$ cat src/rtl/regfile_wport_arbiter.sv
// Round-robin arbiter sharing the LEGv8 register-file write port between ALU and load writeback.
// Optional power-up sweep of X0..X30 to zero is enabled by defining REGFILE_ARB_INIT_EN.
module regfile_wport_arbiter #(
  parameter int N         = 64,
  parameter int INIT_LAST = 30
) (
  input  logic         clk,
  input  logic         reset,
  input  logic         a_valid,
  output logic         a_ready,
  input  logic [4:0]   a_addr,
  input  logic [N-1:0] a_data,
  input  logic         b_valid,
  output logic         b_ready,
  input  logic [4:0]   b_addr,
  input  logic [N-1:0] b_data,
  output logic         we3,
  output logic [4:0]   wa3,
  output logic [N-1:0] wd3,
  output logic         init_done
);

  localparam logic [4:0] XZR = 5'd31;

  logic         in_run;
  logic         prio_b;
  logic         nxt_we;
  logic [4:0]   nxt_wa;
  logic [N-1:0] nxt_wd;
  logic         nxt_prio_b;

  // prio_b set means B wins a tie; A wins otherwise
  assign a_ready = in_run & a_valid & (~b_valid | ~prio_b);
  assign b_ready = in_run & b_valid & (~a_valid | prio_b);

  // Next write-port contents in RUN; XZR writes complete the handshake but never assert we3
  always_comb begin
    nxt_we     = 1'b0;
    nxt_wa     = wa3;
    nxt_wd     = wd3;
    nxt_prio_b = prio_b;
    if (a_ready) begin
      nxt_we     = (a_addr != XZR);
      nxt_wa     = a_addr;
      nxt_wd     = a_data;
      nxt_prio_b = 1'b1;
    end else if (b_ready) begin
      nxt_we     = (b_addr != XZR);
      nxt_wa     = b_addr;
      nxt_wd     = b_data;
      nxt_prio_b = 1'b0;
    end
  end

`ifdef REGFILE_ARB_INIT_EN
  typedef enum logic {ST_INIT, ST_RUN} state_t;

  localparam logic [4:0] LAST = 5'(INIT_LAST);

  state_t     state;
  logic [4:0] cnt;

  assign in_run    = (state == ST_RUN);
  assign init_done = in_run;

  always_ff @(posedge clk or negedge reset) begin
    if (!reset) begin
      state  <= ST_INIT;
      cnt    <= '0;
      we3    <= 1'b0;
      wa3    <= '0;
      wd3    <= '0;
      prio_b <= 1'b0;
    end else if (state == ST_INIT) begin
      we3 <= 1'b1;
      wa3 <= cnt;
      wd3 <= '0;
      cnt <= cnt + 5'd1;
      if (cnt == LAST)
        state <= ST_RUN;
    end else begin
      we3    <= nxt_we;
      wa3    <= nxt_wa;
      wd3    <= nxt_wd;
      prio_b <= nxt_prio_b;
    end
  end
`else
  assign in_run    = 1'b1;
  assign init_done = 1'b1;

  always_ff @(posedge clk or negedge reset) begin
    if (!reset) begin
      we3    <= 1'b0;
      wa3    <= '0;
      wd3    <= '0;
      prio_b <= 1'b0;
    end else begin
      we3    <= nxt_we;
      wa3    <= nxt_wa;
      wd3    <= nxt_wd;
      prio_b <= nxt_prio_b;
    end
  end
`endif

endmodule

$ cat config.mk
export PLATFORM = sky130hd
export DESIGN_NAME = regfile_wport_arbiter
export DESIGN_NICKNAME = d
export VERILOG_FILES = /design/src/rtl/regfile_wport_arbiter.sv
export SDC_FILE = /design/constraint.sdc
export NUM_CORES = 1
export LEC_CHECK = 0
export ABC_AREA = 1
export BUFFER_PORTS_ARGS = -buffer_cell sky130_fd_sc_hd__buf_2
export CAP_MARGIN = 20
export CORE_UTILIZATION = 40
export CTS_CLUSTER_DIAMETER = 200
export CTS_CLUSTER_SIZE = 20
export DETAILED_ROUTE_END_ITERATION = 10
export GPL_TIMING_DRIVEN = 1
export PLACE_DENSITY = 0.7
export SLEW_MARGIN = 20
export SYNTH_ARGS = -nofsm -noshare
export SYNTH_HDL_FRONTEND = slang
export SYNTH_SLANG_ARGS = --single-unit
$ cat constraint.sdc
create_clock -name clk -period 1.5 [get_ports clk]
set_clock_uncertainty 0.1 [all_clocks]
set_input_delay 0.225 -clock clk [delete_from_list [all_inputs] [get_ports clk]]
set_output_delay 0.225 -clock clk [all_outputs]
set_load 0.02 [all_outputs]
==> Word-level counts from Yosys, hierarchy flattened <==
Index checks and enable logic that the tools add are counted.
{ "classes": {"n_eq_ne": 2, "n_mux": 8, "bitwise": 7, "n_reduce_logical": 1} }
{ "ops": {"columns": ["operator", "count"], "rows": [
  ["$mux W64", 2],
  ["$mux W5", 2],
  ["$ne A5 B5 Y1 const B", 2],
  ["$mux W1", 4],
  ["$not A1 Y1", 3],
  ["$and A1 B1 Y1", 2],
  ["$or A1 B1 Y1", 2],
  ["$reduce_bool A2 Y1", 1]
]} }
{ "totals": {"ff_bits": 71, "out_inout_bits": 73, "word_cells": 22} }

==> Depth between registers and ports, before layout <==
Gate-level depths: netlist of the first run.
{ "logic_depth": {"ltp_word": 5, "depth_mapped": 8} }

==> Worst setup path before layout of the first run <==
Ideal clock, no wire load.
{ "synth_path": {"kind": "register to register", "from": "register prio_b", "to": "register we3", "arrival_time_ps": 1005, "required_time_ps": 1279, "setup_slack_ps": 274, "stages_incl_launch_ff": 6, "synth_period_minus_slack_ps": 1226, "path_cell_list": "dfrtp_1 -> nand2_4 -> buf_2 -> nand2_1 -> o21ai_0 -> nand2_1"} }
{ "synth_between": {"elab_chain_cells": 4} }
{ "synth_lines": {"columns": ["element", "line", "source"], "rows": [
  ["from (decl)", "26", "logic prio_b;"],
  ["from (signal assigned)", "102", "prio_b <= nxt_prio_b;"],
  ["$or A1 B1 Y1", "34", "assign b_ready = in_run & b_valid & (~a_valid | prio_b);"],
  ["$and A1 B1 Y1", "34", null],
  ["net b_ready", "14", "output logic b_ready,"],
  ["$mux W1", "47", "end else if (b_ready) begin"],
  ["$mux W1", "42", "if (a_ready) begin"],
  ["net nxt_we", "27", "logic nxt_we;"],
  ["to (signal assigned)", "99", "we3 <= nxt_we;"],
  ["to (decl)", "17", "output logic we3,"]
]} }
The timed path passes the listed nets, and every way through them passes these cells.
A chain may end at the register's enable or synchronous reset.

==> Worst setup path after layout of the first run <==
{ "layout_path": {"from": "register prio_b", "to": "output b_ready"} }
{ "layout_between": {"elab_chain_cells": 2} }
{ "layout_lines": {"columns": ["element", "line"], "rows": [
  ["$or A1 B1 Y1", "34"],
  ["$and A1 B1 Y1", "34"],
  ["to (decl)", "14"]
]} }
Every way passes these cells.

==> flow_summary.toml, run 1 <==
[finish]
layout.cells.non_filler = 883
drive_above_1_share_pct = 33.02
fill_cells = 918
fin_nets = 891
synthToLayoutAreaGrowth_pct = 39.45
antenna_cells = 0

[synth]
ys_seq_area_share_pct = 45.88
synth_top_area_share_pct = 45.88
synth_nets = 686
synthCells = 544
synth-seq-cells = 71
synth_top_cell_by_area = "dfrtp_1"
synth_cell_types = 15
synthesis.area_um2 = 3872
yosys-top-cells-area = "dfrtp_1 (46%), nand2_1 (34%), nand3b_1 (13%)"
yosys_warnings = 0
avgSynthCellArea_um2 = 7.119

[clock_tree]
cts_root_buf = "clkbuf_8"
cts_tree = "done"
clk_pin_slew_worst_paths_ns = 0.08
clkLatencyLatePin_ns = 0.32
numCtsBuffers = 9
htree_levels = 3
clkSinkCount = 71
clockBufferDepth = 2

[critical_path]
required_ns = 1.17
crit_buf_inv = 2
timing.critical_path.mode_cell = "nand2_4"
path_cells = "nand2_4 -> buf_12 -> nand2_4 -> buf_6"
reg2regPathDepth = 7
start_kind = "register"
critPathMaxStageDelay_ns = 0.42
critPathTopFamily = "flip-flops"
critical_path_class = "register to primary output"
cp_slowest_cell = "dfrtp_1"
critPathMaxFanout = 3
end_kind = "primary output"
crit_arrival_ns = 1.14
crit_cells = 4

[min_path]
hold_class = "primary input to register"
holdPathStages = 4

[drt]
vias_per_cell = 4.717
firstDrtPassIters = 4
dr.first_iter.drc_count = 153
wl_per_cell_um = 12.89
drc = 0
wl_mm = 11.39
vias = 4165
ant_nets = 0

[run_status]
status = "complete, no violations"

[power_and_ir_drop]
peakVddDrop_v = 0.0005088
p_per_area_nw_per_um2 = 1004
leakagePower_nw = 3.123

[floorplanning]
start_util_pct = 41.52
rows = 35
pin_count = 215
dieArea_um2 = 10080
coreArea_um2 = 9328
fp.dieH_um = 100.4
die_w_um = 100.4

[global_route]
grt_pass1_wl_mm = 18.15
grt_max_degree = 72
grt_usage_pct = 22.86
grt.overflow.total = 0
antenna_found_initial = 0
grt_pass1_vias = 3884

[timing]
drv_slew = 0
fmax_mhz = 683.7
min_period_over_period_pct = 97.50
final_hold_viol_count = 0
hold_ws_ns = 0.07062
rsz0062_at_grt = "true"
setup_viol = 0
finalWorstSetupSlack_ns = 0.03744
period_minus_slack_ns = 1.463

[place]
place_inst = 861
io_buffers = 213
finalWeightedCongestion = 0.7915
dp_slack_ns = 0.1975
dp_hpwl_mm = 7.879

[job]
cap_violations = 0
timing repair:
action / in CTS / in global routing
hold buffers: 1 / 0
endpoints found under the hold margin: 71 / 0
buffers inserted: 2 / 2
pin swaps: 1 / 2
endpoints found under the setup margin: 2 / 2
resized for setup: 5 / 3
gates cloned: 1 / 0
area by class of cell:
class                      instances  area (µm²)  area share (%)
timing repair buffer             232        1339           24.79
multi-input combinational        431        1903           35.24
inverter                           4       15.01          0.2780
clock inverter                     4       70.07           1.297
clock buffer                      12       135.1           2.502
tap                              129       161.4           2.989
sequential                        71        1777           32.90
power by group:
part	switching, W	internal (W)	total [W]
sequential	0.000123	0.00215	0.00227
combinational	0.000933	0.000598	0.00153
clock	0.000688	0.000935	0.00162
through the flow:
stage                     setup TNS (ns)  instance area (µm²)  util [%]  total power (W)
after detailed placement               0                 5097     54.65         0.003790
after global routing           -0.004790                 5400     57.89         0.005739
after global placement                 0                 5097     54.65         0.003762
final                                  0                 5400     57.89         0.005424
after CTS                              0                 5374     57.61         0.005473
after floorplan                        0                 3872         -         0.003151
worst paths after layout:
kind | startpoint | to | slack, ns
worst min register to register | wd3[11] | wd3[11] | 0.36
worst max register to register | prio_b | wd3[18] | 0.08
max in group asynchronous | reset | wd3[57] | 0.65
worst max-delay path | prio_b | b_ready | 0.04
min in group asynchronous | reset | wd3[14] | 0.34
worst min-delay path | a_addr[0] | we3 | 0.07
synth_stat cells (all sizes together):
cell type  instances
nand2            357
dfrtp             71
nand3b            69
buf               22
clkbuf            16
inv                4
nand3              2
conb               1
nor2               1
o21ai              1
cells by family after synthesis:
family / synth area share, %
AO/OA/AOI/OAI: 0.1291
buffers and inverters: 5.299
flip-flops: 45.88
other: 0.09684
AND/OR/NAND/NOR: 48.59
flip-flops by register name, indices dropped and copies added, names as in the netlist:
signal and count:
we3 1, wa3 5, wd3 64, prio_b 1
cell usage in the layout, fill, tap and decap left out:
cell type	count
nand2_1	354
buf_2	210
dfrtp_1	71
nand3b_1	69
buf_4	11
clkbuf_8	9
buf_12	7
nand2_4	3
clkbuf_1	3
inv_2	2
inv_1	2
nand3_1	2
bufinv_16	2
clkinv_2	2
buf_6	2
nor2_1	1
o21ai_0	1
conb_1	1
bufbuf_16	1
dlygate4sd3_1	1
worst min-delay path, delay by kind of cell:
kind	cells	cell delay, ns
simple gates	3	0.15
buf+inv	1	0.09
layer usage:
metal  share of wire, %  up-vias  global-route usage (%)  wire length, µm
met3                7.2       16                   4.875              816
met1                 43     1904                   29.13             4889
met2                 48      167                   38.62             5516
li1                   -     2078                       -                -
met4                1.4        0                   7.581              163
met5                  0        -                       0                0
Power figures use the tool's default switching activity.
==> run 2: changes to the inputs <==
- CELL_PAD_IN_SITES_DETAIL_PLACEMENT: default -> 1
- CELL_PAD_IN_SITES_GLOBAL_PLACEMENT: default -> 2
- CORE_UTILIZATION: 40 -> 22
- PLACE_DENSITY: 0.7 -> 0.76
==> run 2 against run 1 <==
  * Total power grew 9.3%
  * Design area grew 2.5%
  * Sequential power barely moved
  * Clock-buffer cell count stayed put
  * Global-route usage decreased by 6.7 points
  * Wire length is 25% higher
  * Die area grew 80%
  * Register-to-register slack better by 0.02 ns
  * Highest routed layer unchanged
==> flow_summary.toml, run 2 (synthesis gave the netlist of run 1 again) <==
[critical_path]
r2r-start = "prio_b"
startpoint = "prio_b"
reg2regPathDepth = 6
required_ns = 1.17
crit_arrival_ns = 1.12
critPathTopFamily = "flip-flops"
cp_slowest_cell = "dfrtp_1"
start_kind = "register"
reg2reg_to = "wd3[28]"
setup.worst_path.end = "a_ready"
timing.critical_path.mode_cell = "nand2_4"
end_kind = "primary output"
critPathMaxFanout = 4
crit_cells = 4
path_cells = "nand2_4 -> nand2_4 -> inv_2 -> buf_6"
critical_path_class = "register to primary output"
crit_buf_inv = 2
critPathMaxStageDelay_ns = 0.40
r2r_setup_slack_ns = 0.10

[timing]
period_minus_slack_ns = 1.440
drv_slew = 0
final_hold_viol_count = 0
fmax_mhz = 694.3
rsz0062_at_grt = "false"
min_period_over_period_pct = 96.02
finalSetupTns_ns = 0
setup_viol = 0
finalWorstSetupSlack_ns = 0.05964

[drt]
vias = 4249
ant_nets = 0
dr.first_iter.drc_count = 127
vias_per_cell = 4.353
wl_per_cell_um = 14.57
firstDrtPassIters = 4
drc = 0
wl_mm = 14.22

[global_route]
grt.overflow.total = 0
grt_pass1_wl_mm = 22.61
grt_max_degree = 72
antenna_found_initial = 0
grt_pass1_vias = 4516
grt_usage_pct = 16.11

[clock_tree]
cts_tree = "done"
numCtsBuffers = 9
htree_levels = 3
cts_root_buf = "clkbuf_16"
clkLatencyLatePin_ns = 0.33
clk_pin_slew_worst_paths_ns = 0.06
clockBufferDepth = 2
clkSinkCount = 71

[finish]
final_cell_mix = "nand2_1 (354), buf_2 (210), dfrtp_1 (71), nand3b_1 (69), buf_4 (11)"
largest_reg_flops = 64
final_common_cell = "nand2_1"
synthToLayoutAreaGrowth_pct = 43.00
fin_nets = 888
regMostFlops = "wd3"
antenna_cells = 0
utilization_pct = 32.13
reg.largest.list = "wd3: 64 flops, wa3: 5 flops"
multi_input_area_um2 = 1898
seq_area_um2 = 1777
layout.cells.non_filler = 976
drive_above_1_share_pct = 32.89
fill_cells = 2200

[power_and_ir_drop]
leakagePower_nw = 3.127
p_int_w = 0.004043
power_switching_share_pct = 31.81
sequentialPowerShare_pct = 38.5
combPwrFrac_pct = 25.8
p_sw_w = 0.001886
peakVddDrop_v = 0.0004658
p_per_area_nw_per_um2 = 1071
pwr-share-clk_pct = 35.7

[floorplanning]
start_util_pct = 22.47
rows = 48
dieArea_um2 = 18140
pin_count = 215
die_w_um = 134.7
coreArea_um2 = 17240
fp.dieH_um = 134.7

[run_status]
status = "complete, no violations"

[place]
dp_hpwl_mm = 10.22
place_inst = 957
dp_slack_ns = 0.1591
io_buffers = 213
finalWeightedCongestion = 0.7562

[job]
cap_violations = 0

[min_path]
hp-start = "a_addr[0]"
hold_class = "primary input to register"
-- run 2: repair_timing --
action                     CTS  global route
hold buffers                 1             0
setup buffers                2             0
pin swaps                    1             1
setup endpoints to repair    2             2
hold endpoints to repair    71             0
gates resized for setup      2             4
-- run 2: power by group through the flow --
stage	clock network [W]	logic [W]	registers [W]
finish	0.00212	0.00153	0.00228
detailed placement	0	0.00154	0.00231
CTS	0.00221	0.00155	0.00229
global placement	0	0.00151	0.00231
floorplan	0	0.000558	0.00259
global route	0.00229	0.00170	0.00231
-- run 2: stage by stage --
step / area, µm² / power (W) / hold WS [ns]
2_1_floorplan: 3872 / 0.003151 / -0.1706
3_3_place_gp: 5205 / 0.003820 / 0.1770
3_5_place_dp: 5205 / 0.003855 / 0.1768
4_1_cts: 5529 / 0.006051 / 0.05737
5_1_grt: 5538 / 0.006297 / 0.07609
6_report: 5538 / 0.005930 / 0.07839
-- run 2: cell type report --
| type | instances | area share (%) |
|---|---|---|
| multi-input cells | 431 | 34.27 |
| flip-flops and latches | 71 | 32.08 |
| repair buffers | 229 | 23.02 |
| well taps | 225 | 5.084 |
| clock buffers | 12 | 4.451 |
| clock inverters | 4 | 0.8134 |
| inverters | 4 | 0.2711 |
-- run 2: worst min-delay path by stage --
stage | to | slack, ns | cells after the start
final | we3 | 0.08 | 4
after global routing | we3 | 0.08 | 4
after CTS | we3 | 0.06 | 4
after detailed placement | wd3[63] | 0.18 | 2
after global placement | wd3[63] | 0.18 | 2
after floorplan | prio_b | -0.17 | 0
-- run 2: layer usage --
metal / routed length (µm) / global-route usage (%) / share of wire [%] / vias to the layer above
met3: 867 / 4.730 / 6.1 / 16
met2: 7312 / 30.01 / 51 / 126
met4: 196 / 4.182 / 1.4 / 0
met1: 5840 / 17.69 / 41 / 2029
li1: - / - / - / 2078
met5: 0 / 0 / 0 / -
-- run 2: worst register-to-register path, stage by stage (launching register included) --
cell and delay [ns]:
dfrtp_1 0.40, nand2_4 0.11, buf_4 0.12, buf_4 0.27, nand3b_1 0.14, nand2_1 0.09, nand2_1 0.06
==> run 3: changes to the inputs <==
- SETUP_SLACK_MARGIN: default -> 0.15
==> run 3 against run 2 <==
  * Total power rose by 2.3%
  * Final cell count rose by 1.2%
  * Hold slack got worse by 0.00095 ns
  * Via count rose by 1.4%
  * Sequential power barely moved
  * Global-route usage barely moved
  * Die area did not move
  * Critical path type unchanged
==> flow_summary.toml, run 3 (synthesis gave the netlist of run 1 again) <==
[finish]
synthToLayoutAreaGrowth_pct = 50.44
utilization_pct = 33.80
seq_area_um2 = 1777
reg.largest.list = "wd3: 64 flops, wa3: 5 flops"
fin_nets = 900
largest_reg_flops = 64
final_common_cell = "nand2_1"
multi_input_area_um2 = 1911
antenna_cells = 0
fill_cells = 2177
final_area_um2 = 5826
regMostFlops = "wd3"
final_cell_mix = "nand2_1 (354), buf_2 (210), dfrtp_1 (71), nand3b_1 (69), clkbuf_16 (16)"
drive_above_1_share_pct = 34.08
layout.cells.non_filler = 988

[floorplanning]
start_util_pct = 22.47
pin_count = 215
fp.dieH_um = 134.7
die_w_um = 134.7
coreArea_um2 = 17240
dieArea_um2 = 18140
rows = 48

[critical_path]
critical_path_class = "register to primary output"
critPathMaxFanout = 4
crit_arrival_ns = 1.07
end_kind = "primary output"
startpoint = "prio_b"
required_ns = 1.17
start_kind = "register"
reg2regPathDepth = 7
r2r-start = "prio_b"

[place]
dpl_cell_area_um2 = 5205
finalWeightedCongestion = 0.7562
place_inst = 957
io_buffers = 213
dp_hpwl_mm = 10.22

[drt]
vias_per_cell = 4.361
wl_met3_um = 881
top_layer_used = "met4"
drc = 0
wl_met2_mm = 8.134
ant_nets = 0
drt-met1-wl_mm = 6.465
wl_per_cell_um = 15.86
vias = 4309
wl_mm = 15.67
firstDrtPassIters = 4
dr.first_iter.drc_count = 134

[min_path]
hp-start = "a_addr[0]"
holdPathStages = 4
hold_class = "primary input to register"

[timing]
finalSetupTns_ns = 0
setup_viol = 0
final_hold_viol_count = 0
period_minus_slack_ns = 1.390
min_period_over_period_pct = 92.70
drv_slew = 0
rsz0062_at_grt = "true"
fmax_mhz = 719.2

[global_route]
grt_pass1_wl_mm = 22.65
grt.overflow.total = 0
grt_usage_pct = 16.15
grt_max_degree = 72
grt_pass1_vias = 4514
antenna_found_initial = 0

[clock_tree]
numCtsBuffers = 9
clkLatencyLatePin_ns = 0.33
clockBufferDepth = 2
cts_tree = "done"
htree_levels = 3
cts_root_buf = "clkbuf_16"
clk_pin_slew_worst_paths_ns = 0.06
clkSinkCount = 71

[power_and_ir_drop]
peakVddDrop_v = 0.0004834
leakagePower_nw = 3.255
total_power_w = 0.006066
p_per_area_nw_per_um2 = 1041

[run_status]
status = "complete, no violations"

[job]
cap_violations = 0
[run 3: cell types whose count changed in the layout (fill, tap and decap cells not counted), sizes merged]
cell    change
clkbuf      +7
clkinv      +1
buf         +4
[run 3: through the flow]
step	hold WS [ns]	worst slack (ns)
floorplan	-0.1706	0.2741
global placement	0.1770	0.2371
detailed placement	0.1768	0.1591
CTS	0.05737	0.08621
global route	0.07609	0.05564
finish	0.07743	0.1095
[run 3: what timing repair did]
action / 4_1_cts / 5_1_grt
setup endpoints to repair: 2 / 71
gates resized for setup: 7 / 14
pin swaps: 1 / 0
hold endpoints to repair: 71 / 0
hold buffers: 1 / 0
cloned: 0 / 11
buffers inserted: 3 / 0
[run 3: report_power, final]
group | internal (W) | switching (W)
clock network | 0.00132 | 0.000798
logic | 0.000649 | 0.00101
registers | 0.00215 | 0.000131
total | 0.00412 | 0.00194
[run 3: layer usage]
metal	track usage, %	vias up
li1	-	2106
met1	17.71	2056
met2	30.10	132
met3	4.730	15
met4	4.182	0
met5	0	-
[run 3: final cells by class]
type,count,area share [%]
Clock buffer,12,4.231
Clock inverter,4,0.7732
Inverter,4,0.4725
Multi-Input combinational cell,431,32.80
Sequential cell,71,30.50
Tap cell,225,4.832
Timing Repair Buffer,240,26.20
Timing Repair inverter,1,0.1933
[run 3: path summary, 6_finish.rpt]
path                            to  slack, ns
hold reg to reg            wd3[35]       0.36
max in group asynchronous  wd3[43]       0.59
min in group asynchronous  wd3[63]       0.34
setup / recovery           a_ready       0.11
hold / removal                 we3       0.08
setup reg to reg           wd3[49]       0.14
[run 3: critical path, stage by stage (launching register included)]
cell     delay [ns]
dfrtp_1        0.41
nand2_4        0.10
nand2_4        0.05
inv_2          0.06
buf_6          0.11
